[config.mk]
export PLATFORM = sky130hd
export DESIGN_NAME = serial_subtractor
export DESIGN_NICKNAME = d
export VERILOG_FILES = /design/src/rtl/sub_pkg.sv /design/src/rtl/fs_cell.sv /design/src/rtl/serial_subtractor.sv
export SDC_FILE = /design/constraint.sdc
export NUM_CORES = 1
export LEC_CHECK = 0
export ABC_AREA = 1
export BUFFER_PORTS_ARGS = -buffer_cell sky130_fd_sc_hd__buf_2
export CAP_MARGIN = 0
export CORE_ASPECT_RATIO = 0.6
export CORE_UTILIZATION = 48
export CTS_CLUSTER_SIZE = 25
export DETAILED_ROUTE_END_ITERATION = 6
export HOLD_SLACK_MARGIN = 0.06
export PLACE_DENSITY = 0.85
export SYNTH_ARGS = -nofsm -noshare
export SYNTH_HDL_FRONTEND = slang
export SYNTH_SLANG_ARGS = --single-unit
[constraint.sdc]
create_clock -name clk -period 1.1 [get_ports clk]
set_input_delay 0.055 -clock clk [delete_from_list [all_inputs] [get_ports clk]]
set_output_delay 0.055 -clock clk [all_outputs]
set_load 0.05 [all_outputs]
[src/rtl/sub_pkg.sv]
// Shared types and defaults for the bit-serial subtractor.
// Holds the controller state encoding and the default operand width.
package sub_pkg;

    typedef enum logic [1:0] {
        IDLE  = 2'd0,
        SHIFT = 2'd1,
        DONE  = 2'd2
    } state_e;

    localparam int unsigned DEFAULT_WIDTH = 8;

endpackage

[src/rtl/fs_cell.sv]
// One-bit combinational full subtractor: d = a - b - bi, bo = borrow out.
module fs_cell (
    input  logic a_i,
    input  logic b_i,
    input  logic bi_i,
    output logic d_o,
    output logic bo_o
);

    logic axb;

    assign axb  = a_i ^ b_i;
    assign d_o  = axb ^ bi_i;
    assign bo_o = (~a_i & b_i) | (~axb & bi_i);

endmodule

[src/rtl/serial_subtractor.sv]
// Bit-serial WIDTH-bit subtractor: a - b - bin, one bit per clock, LSB first,
// with valid/ready handshakes on operands and results.
module serial_subtractor
    import sub_pkg::*;
#(
    parameter int unsigned WIDTH = DEFAULT_WIDTH
) (
    input  logic             clk,
    input  logic             rst_n,
    input  logic             in_valid,
    output logic             in_ready,
    input  logic [WIDTH-1:0] a,
    input  logic [WIDTH-1:0] b,
    input  logic             bin,
    output logic             out_valid,
    input  logic             out_ready,
    output logic [WIDTH-1:0] diff,
    output logic             bout,
    output logic             ovf
);

    localparam int unsigned CNT_W = $clog2(WIDTH);
    localparam logic [CNT_W-1:0] LAST_BIT = CNT_W'(WIDTH - 1);

    state_e           state_q, state_d;
    logic [WIDTH-1:0] a_sr_q, a_sr_d;
    logic [WIDTH-1:0] b_sr_q, b_sr_d;
    logic [WIDTH-1:0] diff_q, diff_d;
    logic [CNT_W-1:0] cnt_q, cnt_d;
    logic             brw_q, brw_d;
    logic             bout_q, bout_d;
    logic             ovf_q, ovf_d;

    logic             cell_d;
    logic             cell_bo;

    fs_cell u_fs_cell (
        .a_i  (a_sr_q[0]),
        .b_i  (b_sr_q[0]),
        .bi_i (brw_q),
        .d_o  (cell_d),
        .bo_o (cell_bo)
    );

    always_comb begin
        state_d = state_q;
        a_sr_d  = a_sr_q;
        b_sr_d  = b_sr_q;
        diff_d  = diff_q;
        cnt_d   = cnt_q;
        brw_d   = brw_q;
        bout_d  = bout_q;
        ovf_d   = ovf_q;

        unique case (state_q)
            IDLE: begin
                if (in_valid) begin
                    a_sr_d  = a;
                    b_sr_d  = b;
                    brw_d   = bin;
                    cnt_d   = '0;
                    diff_d  = '0;
                    bout_d  = 1'b0;
                    ovf_d   = 1'b0;
                    state_d = SHIFT;
                end
            end
            SHIFT: begin
                // New bits enter at the MSB so bit 0 lands at diff[0] after WIDTH steps.
                diff_d = {cell_d, diff_q[WIDTH-1:1]};
                a_sr_d = a_sr_q >> 1;
                b_sr_d = b_sr_q >> 1;
                brw_d  = cell_bo;
                if (cnt_q == LAST_BIT) begin
                    ovf_d   = brw_q ^ cell_bo;
                    bout_d  = cell_bo;
                    state_d = DONE;
                end else begin
                    cnt_d = cnt_q + CNT_W'(1);
                end
            end
            DONE: begin
                if (out_ready) begin
                    state_d = IDLE;
                end
            end
            default: begin
                state_d = IDLE;
            end
        endcase
    end

    always_ff @(posedge clk or negedge rst_n) begin
        if (!rst_n) begin
            state_q <= IDLE;
            a_sr_q  <= '0;
            b_sr_q  <= '0;
            diff_q  <= '0;
            cnt_q   <= '0;
            brw_q   <= 1'b0;
            bout_q  <= 1'b0;
            ovf_q   <= 1'b0;
        end else begin
            state_q <= state_d;
            a_sr_q  <= a_sr_d;
            b_sr_q  <= b_sr_d;
            diff_q  <= diff_d;
            cnt_q   <= cnt_d;
            brw_q   <= brw_d;
            bout_q  <= bout_d;
            ovf_q   <= ovf_d;
        end
    end

    assign in_ready  = (state_q == IDLE);
    assign out_valid = (state_q == DONE);
    assign diff      = diff_q;
    assign bout      = bout_q;
    assign ovf       = ovf_q;

endmodule

# Word level (Yosys, flattened, before mapping)
# Index checks and enable logic that the tools add are counted.
# word_totals
reg_bits	32
# op_classes
reduce_logical	6
n_mux	20
add_sub_neg	1
n_bitwise	8
eq_ne	7
# op_table
cell	count
$pmux W8 S2	3
$mux W8	3
$reduce_and A3 Y1	3
$mux W2	3
$mux W3	2
$ne A2 B2 Y1 const B	3
$pmux W1 S2	3
$pmux W2 S3	1
$pmux W3 S2	1
$mux W1	4
$add A3 B1 Y3 const B	1
$eq A3 B3 Y1 const B	1
$xor A1 B1 Y1	3
$and A1 B1 Y1	2
$eq A2 B1 Y1 const B	1
$eq A2 B2 Y1 const B	1
$logic_not A2 Y1	1
$ne A2 B1 Y1 const B	1
$not A1 Y1	2
$reduce_and A2 Y1	1
$reduce_bool A2 Y1	1
$or A1 B1 Y1	1

# Longest topological paths before layout
# Gate-level depths: netlist (run 1).
# logic_depth
ltp_word	7
mapped_depth	8
depth_no_buf	8

# Modules after synthesis
# A second synthesis (run 1) with hierarchy kept.
# unflattened
hier_cells	202
hier_area_um2	1565.3
# modules_own_cells
module	cells_each	area_per_inst_um2	n_inst
serial_subtractor	198	1534.0	1
fs_cell	4	31.3	1

# Worst setup path before layout (run 1)
# OpenSTA, ideal clock, no wires.
# synth_path
kind	register -> register
startpoint	reg state_q[0]
endpoint	reg cnt_q[2]
setup_time_ns	0.118
t_required_ns	0.982
setup_slack_ns	-0.397
path_stages_with_launch	6
t_arrival_ns	1.379
path_cell_list	dfrtp_1 -> buf_6 -> nor2_2 -> nand2_1 -> nand3_1 -> nand2_1
# synth_between
elab_chain_cells	3
word_cells_on_any_way	7
# synth_lines
element	line	rtl
start: declaration	serial_subtractor.sv:25	state_e state_q, state_d;
start signal: assignment	serial_subtractor.sv:104	state_q <= state_d;
$logic_not A2 Y1 *	--	
net in_ready	serial_subtractor.sv:11	output logic in_ready,
$ne A2 B2 Y1 (no line) / $reduce_bool A2 Y1 (equally long branches)	--	
$reduce_and A3 Y1 (no line)	--	
end signal: assignment	serial_subtractor.sv:108	cnt_q <= cnt_d;
end: declaration	serial_subtractor.sv:29	logic [CNT_W-1:0] cnt_q, cnt_d;
# The timed path passes the listed nets; every way through them passes the cells marked *.
# A chain may end at the register's enable or synchronous reset.

# Final worst setup path (run 1)
# layout_path
startpoint	reg a_sr_q[0]
endpoint	reg ovf_q, in the netlist ovf
# layout_between
elab_chain_cells	7
word_cells_on_any_way	9
# layout_lines
element	line	rtl
start: declaration	serial_subtractor.sv:26	logic [WIDTH-1:0] a_sr_q, a_sr_d;
start signal: assignment	serial_subtractor.sv:105	a_sr_q <= a_sr_d;
$xor A1 B1 Y1	fs_cell.sv:12	assign axb = a_i ^ b_i;
$not A1 Y1	fs_cell.sv:14	assign bo_o = (~a_i & b_i) | (~axb & bi_i);
$and A1 B1 Y1	fs_cell.sv:14	
$or A1 B1 Y1 *	fs_cell.sv:14	
$xor A1 B1 Y1 *	serial_subtractor.sv:75	ovf_d = brw_q ^ cell_bo;
$mux W1 *	serial_subtractor.sv:74	if (cnt_q == LAST_BIT) begin
$pmux W1 S2 *	serial_subtractor.sv:55	unique case (state_q)
end signal: assignment	serial_subtractor.sv:111	ovf_q <= ovf_d;
end: declaration	serial_subtractor.sv:32	logic ovf_q, ovf_d;
# Mark *: on every way between the ends. The rest lies on a longest branch, timed or not. The select of a mux whose other input is x is not followed.

==> results.txt, run 1 <==
Slew Limit Fails - 0
Register area - 803 sq um
FMAX - 764 MHz
Critical Path AT - 1510 ps
Mean Syn Cell Area - 7.74 sq um
Cts bufs inserted - 5
GR Overflow Total - 0
Seq/Total Area, Yosys - 51.0%
Int Power - 0.00394 W
Clock power frac - 15.6%
First-pass GRT wire length - 6300 um
Slew @ Worst Pin - 407 ps
Initial antenna violation count - 0
FF+latch count, synth - 32
Tcrit/Tclk final - 119%
FILL cells - 197
Status - finished, violations left
Async S/R FF share, synth - 100%
Top Ports - 33
CTS tree - done
Start point of the critical path - a_sr_q[0]
Switch Pwr - 0.00327 W
Detailed Route WL - 4130 um
Hold crit path type - in2reg
Root Driver - clkbuf_8
Final setup violation count - 33
Final setup TNS - -4500 ps
Pwr per Cell Area - 3150 nW/um^2
Die area - 3510 sq um
Core outline area - 2980 sq um
DRT antenna net count - 0
Syn Inst Count - 203
CP max FO - 3
Worst Hold Margin - 61.3 ps
Starting density of the core - 52.7%
Number of global-route vias before repair - 1385
Synthesized area - 1570 sq um
Crit path kind - reg2reg
Final setup margin - -208 ps
Die Ht - 46.3 um
Pin count of the biggest net entering global routing - 33
Combinational share of power - 56.0%
WL/cell - 13.3 um
Sw Share - 45.4%
H-tree Lvls - 2
Dpl cells - 283
RSZ-0062 raised after global routing - true
Post-synth EDFFs - 0
Share of cells above drive strength 1 - 39.2%
CP required - 1300 ps
Final Wtd Congestion - 0.762
Max-Cap Viols - 0
Drc violations - 0
Ys flop type - dfrtp_1
Hpwl dp - 2230 um
Total Power - 0.00722 W
# diodes - 0
Tot GR Track Use - 26.4%
Final nets - 291
Yosys cell types - 19
Worst Setup End Kind - flip-flop
Multi-input logic area - 762 sq um
Hold_sp - a[0]
Clock slew seen by the registers of the worst setup and hold paths - 70 ps
Worst Skew - 9.85 ps
Rows - 15
Routed vias - 1532
Clock latency on the worst-skew pair - 300 ps
Slew margin rel. - 72.9%
Area added between synthesis and finish - 45.9%
Failing checks - negative setup slack
Clk sinks - 32
Crit path launch type - flip-flop
Pre-antenna DRT Iters - 5
Syn_nets - 227
Min Tclk post-route - 1310 ps
Die Span X - 75.9 um
Port-buffer cells - 32
Yosys warnings - 0
Reg2reg start - a_sr_q[0]
DR iter-0 viols - 83
Leak pwr - 1.28 nW
Final std cells w/o fill - 310
Sequential Power Share - 28.4%
Peak VDD IR - 0.00147 V
Final Hold Fails - 0
Post-DR vias/cell - 4.94
Max clock buf depth - 2
[registers in the layout, indices dropped and copies added (netlist names)]
signal and flops:
diff 8, brw_q 1, ovf 1, a_sr_q 8, b_sr_q 8, cnt_q 3
bout 1, state_q 2
[worst max-delay path, stage by stage (launching register included)]
cell and delay, ps:
dfrtp_1 380, inv_2 60, fa_2 410, inv_2 90
nand2_2 50, nand2_1 60, nor2_1 40, nand2_1 70
nand2_1 50
[per-layer routing]
metal / track usage, % / share of wire, %
met4: 13.0 / 4.2
met5: 0 / 0
met3: 7.88 / 5.5
met2: 41.4 / 48
met1: 33.7 / 42
[cell type report]
type | count | share of cell area (%)
Multi-Input combinational cell | 151 | 33.2
Sequential cell | 32 | 35.0
Timing Repair Buffer | 63 | 21.9
Clock inverter | 2 | 1.53
Inverter | 13 | 2.56
Timing Repair inverter | 1 | 0.273
Clock buffer | 6 | 3.16
Tap cell | 42 | 2.29
[metrics by stage]
stage / cell area [sq um] / setup WS [ps] / util (%)
floorplan: 1600 / -96.1 / -
global placement: 1840 / -89.4 / 61.6
detailed placement: 1840 / -133 / 61.6
CTS: 2170 / -145 / 72.6
global route: 2290 / -265 / 76.9
finish: 2290 / -208 / 76.9
[timing repair]
| item | in CTS | in global routing |
|---|---|---|
| resized for setup | 25 | 36 |
| pin swaps | 5 | 21 |
| endpoints found under the hold margin | 39 | 0 |
| hold buffers | 8 | 0 |
| gates cloned | 3 | 0 |
| endpoints found under the setup margin | 28 | 33 |
| setup buffers | 6 | 2 |
[cells in the mapped netlist, types with 2 or more instances]
cell | count | area [sq um]
inv_1 | 10 | 37.5
o21ai_0 | 3 | 15.0
buf_4 | 3 | 22.5
nand3_1 | 6 | 30.0
ha_1 | 2 | 25.0
inv_2 | 2 | 7.51
dfrtp_1 | 32 | 801
buf_6 | 3 | 33.8
nand2_1 | 130 | 488
nor2_1 | 3 | 11.3
[cells in the final DEF (no fill, tap or decap), types with 2 or more instances in the layout]
cell,netlist,routed
buf_2,0,31
buf_4,3,9
buf_6,3,8
buf_8,1,6
clkbuf_8,0,5
dfrtp_1,32,30
dfrtp_2,0,2
dlygate4sd3_1,0,8
ha_2,0,2
inv_1,10,6
inv_2,2,4
inv_4,1,3
nand2_1,130,111
nand2_2,1,17
nand2_4,1,3
nand3_1,6,3
nand3_2,0,3
nor2_1,3,2
nor2_4,1,3
o21ai_2,0,2
[worst paths after layout]
| check | slack [ps] | end | cells past startpoint |
|---|---|---|---|
| setup / recovery | -210 | ovf | 8 |
| hold / removal | 60 | a_sr_q[0] | 5 |
| setup reg to reg | -210 | ovf | 8 |
| hold reg to reg | 470 | diff[0] | 2 |
| max in group asynchronous | 490 | state_q[1] | 3 |
| min in group asynchronous | 290 | diff[7] | 3 |
[cells by family (layout without fill, tap and decap cells)]
group           after synthesis  in the layout  synth area share [%]
compound gates                5              5                  2.47
fa+ha+maj                     3              3                  2.87
buf+inv                      20             85                  7.80
flops                        32             32                  51.0
simple gates                143            143                  35.9
[power by group through the flow]
| stage | sequential, W | combinational, W | clock, W |
|---|---|---|---|
| finish | 0.00205 | 0.00404 | 0.00112 |
| global route | 0.00211 | 0.00443 | 0.00119 |
| CTS | 0.00199 | 0.00349 | 0.00113 |
| detailed placement | 0.00202 | 0.00303 | 0 |
| global placement | 0.00201 | 0.00292 | 0 |
| floorplan | 0.00250 | 0.00183 | 0 |
No activity file was read; power rests on OpenSTA's default activity.
==> inputs of run 2 (changes only) <==
Settings changed: CORE_ASPECT_RATIO 0.6 to 1.2, CORE_MARGIN set to 5, CTS_CLUSTER_DIAMETER set to 80.
==> results.txt, run 2 (same netlist as run 1, synthesis figures left out) <==
Status - finished, violations left
Failing checks - negative setup slack
Die Span X - 62.2 um
First-pass GRT wire length - 6650 um
Pin count of the biggest net entering global routing - 20
Final Wtd Congestion - 0.777
Root Driver - clkbuf_4
DR iter-0 viols - 91
Slew Limit Fails - 0
Clock power frac - 10.7%
Final Hold Fails - 0
Detailed Route WL - 4540 um
Rows - 22
CP max FO - 3
Clk sinks - 32
Setup WS pre-CTS - -141 ps
Sequential Power Share - 29.6%
WL/cell - 14.5 um
M1 WL - 1610 um
H-tree Lvls - 2
Most common cell after layout, fill and taps aside - nand2_1
Clock latency on the worst-skew pair - 350 ps
Met3 routed WL - 327 um
Routed vias - 1588
Switch Pwr - 0.00338 W
Commonest non-fill, non-tap cells in the layout - nand2_1, dfrtp_1, buf_2
Die Ht - 72.7 um
CP required - 1400 ps
Min Tclk post-route - 1290 ps
Peak VDD IR - 0.00263 V
Slew @ Worst Pin - 388 ps
Number of global-route vias before repair - 1491
CTS tree - done
Final setup violation count - 32
Starting density of the core - 50.5%
Port-buffer cells - 32
FMAX - 774 MHz
Cts bufs inserted - 5
Final setup margin - -191 ps
GR Overflow Total - 0
Slew margin rel. - 74.1%
Int Power - 0.00378 W
Sw Share - 47.2%
Top Ports - 33
Hold crit path type - in2async
Share of cells above drive strength 1 - 40.4%
Max clock buf depth - 2
Tcrit/Tclk final - 117%
Crit path kind - reg2reg
Core outline area - 3110 sq um
Critical Path AT - 1590 ps
Max-Cap Viols - 0
DR top layer - met4
Met2 wire length - 2460 um
Final setup TNS - -3860 ps
Initial antenna violation count - 0
Design area - 2500 sq um
Worst Setup End Kind - flip-flop
Worst Skew - 8.01 ps
Drc violations - 0
Pre-antenna DRT Iters - 5
Pwr per Cell Area - 2870 nW/um^2
Hpwl dp - 2380 um
Crit path launch type - flip-flop
Tot GR Track Use - 18.6%
Die area - 4520 sq um
Area post-placement - 1870 sq um
Combinational share of power - 59.8%
# diodes - 0
Area added between synthesis and finish - 58.8%
Final nets - 301
Leak pwr - 1.37 nW
RSZ-0062 raised after global routing - true
Clock slew seen by the registers of the worst setup and hold paths - 100 ps
DRT antenna net count - 0
Post-DR vias/cell - 5.07
Worst Hold Margin - 147 ps
## run 2: timing repair
action                                  CTS  global route
hold endpoints to repair                 50             1
pin swaps                                 9            11
buffers inserted                          6             2
gates cloned                              0             2
resized for setup                        24            58
endpoints found under the setup margin   27            39
hold buffers                             19             1
## run 2: power groups by stage
stage | Sequential [W] | Combinational [W] | Clock [W]
after global placement | 0.00201 | 0.00303 | 0
after global routing | 0.00217 | 0.00463 | 0.000826
after detailed placement | 0.00203 | 0.00314 | 0
final | 0.00212 | 0.00428 | 0.000762
after CTS | 0.00202 | 0.00359 | 0.000767
after floorplan | 0.00250 | 0.00183 | 0
## run 2: worst paths after layout
path                         endpoint  slack (ps)  cells after the start  startpoint
max                               ovf        -190                      6       brw_q
min                           diff[5]         150                      2       rst_n
max reg2reg                       ovf        -190                      6       brw_q
min reg2reg                 a_sr_q[6]         490                      2   a_sr_q[6]
max in group asynchronous   a_sr_q[2]         530                      3       rst_n
min in group clk           state_q[1]         440                      3   out_ready
## run 2: final cells by class
type / instances / area [sq um]
fillers: 193 / 614
multi-input cells: 152 / 856
clock buffers: 7 / 65.1
well taps: 36 / 45.0
inverters: 13 / 68.8
flip-flops and latches: 32 / 803
repair buffers: 73 / 658
## run 2: critical path, stage by stage (launching register included)
cell and delay [ps]:
dfrtp_1 420, fa_2 420, nand2_1 90, nand2_1 60
nor2_1 110, nand2_1 80, nand2_1 60
## run 2: layer usage
layer | track usage, % | up-vias
li1 | - | 762
met1 | 21.4 | 739
met2 | 31.3 | 71
met3 | 6.01 | 16
met4 | 8.67 | 0
met5 | 0 | -
## run 2: metrics by stage
step           power (W)  std cells  utilization (%)
2_1_floorplan    0.00433        203                -
3_3_place_gp     0.00504        276             60.2
3_5_place_dp     0.00516        276             60.2
4_1_cts          0.00637        308             73.0
5_1_grt          0.00763        313             80.2
6_report         0.00716        313             80.2
==> inputs of run 3 (changes only) <==
Settings changed: CELL_PAD_IN_SITES_DETAIL_PLACEMENT set to 2, CELL_PAD_IN_SITES_GLOBAL_PLACEMENT set to 2, CORE_UTILIZATION 48 to 27, PLACE_DENSITY 0.85 to 0.84.
==> results.txt, run 3 (same netlist as run 1, synthesis figures left out) <==
Pwr per Cell Area - 3150 nW/um^2
Final nets - 294
Area added between synthesis and finish - 64.9%
WL/cell - 16.8 um
Crit path launch type - flip-flop
Worst Setup End Kind - flip-flop
Root Driver - clkbuf_8
# diodes - 0
Slew margin rel. - 76.9%
Worst Reg-to-Reg Cells - 8
Clock latency on the worst-skew pair - 290 ps
H-tree Lvls - 2
Routed vias - 1556
Dpl cells - 322
Pin count of the biggest net entering global routing - 21
CP required - 1320 ps
Final Hold Fails - 0
Reg-to-reg endpoint - bout
Clock slew seen by the registers of the worst setup and hold paths - 70 ps
Worst reg-to-reg setup slack - -240 ps
Multi-input logic area - 928 sq um
Hold_sp - b[3]
Die Span X - 79.6 um
Slew Limit Fails - 0
Max clock buf depth - 2
Critical Path AT - 1570 ps
Port-buffer cells - 32
Status - finished, violations left
Post-DR vias/cell - 4.43
Tcrit/Tclk final - 122%
Tot GR Track Use - 16.0%
Crit path kind - reg2reg
First-pass GRT wire length - 9030 um
Top Ports - 33
FILL cells - 627
Worst Hold Margin - 77.2 ps
FMAX - 746 MHz
Clk sinks - 32
Leak pwr - 1.36 nW
Cts bufs inserted - 5
Final setup TNS - -4970 ps
Detailed Route WL - 5890 um
Die Ht - 93.6 um
DR iter-0 viols - 32
Number of global-route vias before repair - 1840
Worst Skew - 7.04 ps
Most common cell after layout, fill and taps aside - nand2_1
Die area - 7450 sq um
Min Tclk post-route - 1340 ps
GR Overflow Total - 0
Failing checks - negative setup slack
CP max FO - 5
RSZ-0062 raised after global routing - true
Worst Hold Path Cells - 5
Max-Cap Viols - 0
Peak VDD IR - 0.000935 V
DRT antenna net count - 0
Share of cells above drive strength 1 - 53.9%
CTS tree - done
Worst Hold Path EP - b_sr_q[3]
Initial antenna violation count - 0
Final setup violation count - 34
Drc violations - 0
Final Wtd Congestion - 0.665
Hold crit path type - in2reg
Reg2reg start - state_q[0]
Slew @ Worst Pin - 347 ps
Register area - 803 sq um
Starting density of the core - 27.7%
Hpwl dp - 3340 um
Rows - 30
Final setup margin - -241 ps
Pre-antenna DRT Iters - 4
Final core utilization - 45.7%
Commonest non-fill, non-tap cells in the layout - nand2_1, nand2_2, dfrtp_1
Core outline area - 5670 sq um
Final std cells w/o fill - 351
-- run 3: worst max-delay path by stage --
stage,startpoint,depth (start not counted),endpoint
final,state_q[0],8,bout
after global routing,state_q[0],8,bout
after CTS,brw_q,7,ovf
after detailed placement,cnt_q[0],7,cnt_q[1]
after global placement,cnt_q[0],6,bout
after floorplan,state_q[0],5,cnt_q[2]
-- run 3: critical path, stage by stage (launching register included) --
cell and delay (ps):
dfrtp_2 420, buf_6 120, inv_4 30, nor2_4 220, buf_12 160, nand2_1 90, inv_1 90, nand2_1 80
nand2_1 70
-- run 3: area by class of cell --
cell class / count / share of cell area (%)
repair inverters: 1 / 0.435
clock buffers: 8 / 3.48
repair buffers: 66 / 22.7
flip-flops and latches: 32 / 31.0
well taps: 80 / 3.86
multi-input cells: 151 / 35.8
inverters: 13 / 2.66
-- run 3: where the power goes --
group | total, W | switching, W | internal [W]
combinational | 0.00509 | 0.00301 | 0.00208
clock | 0.000947 | 0.000437 | 0.000510
sequential | 0.00214 | 0.000442 | 0.00169
total | 0.00817 | 0.00389 | 0.00428
-- run 3: metal layers --
metal  track usage, %  vias up  wire [um]
li1                 -      746          -
met1             17.4      780       2450
met2             30.3       24       3190
met3             3.28        6        164
met4             5.16        0         82
met5                0        -          0
-- run 3: what timing repair did --
item / 4_1_cts / 5_1_grt
hold buffers: 4 / 0
gates resized for setup: 56 / 55
setup endpoints to repair: 33 / 34
pin swaps: 6 / 21
setup buffers: 11 / 5
endpoints found under the hold margin: 35 / 0
cloned: 2 / 1
-- run 3: stage by stage --
stage	setup WS (ps)	power, W	instance area [sq um]
final	-241	0.00817	2590
after global routing	-328	0.00876	2590
after CTS	-139	0.00729	2370
after detailed placement	-217	0.00538	1930
after global placement	-106	0.00517	1930
after floorplan	-96.1	0.00433	1600
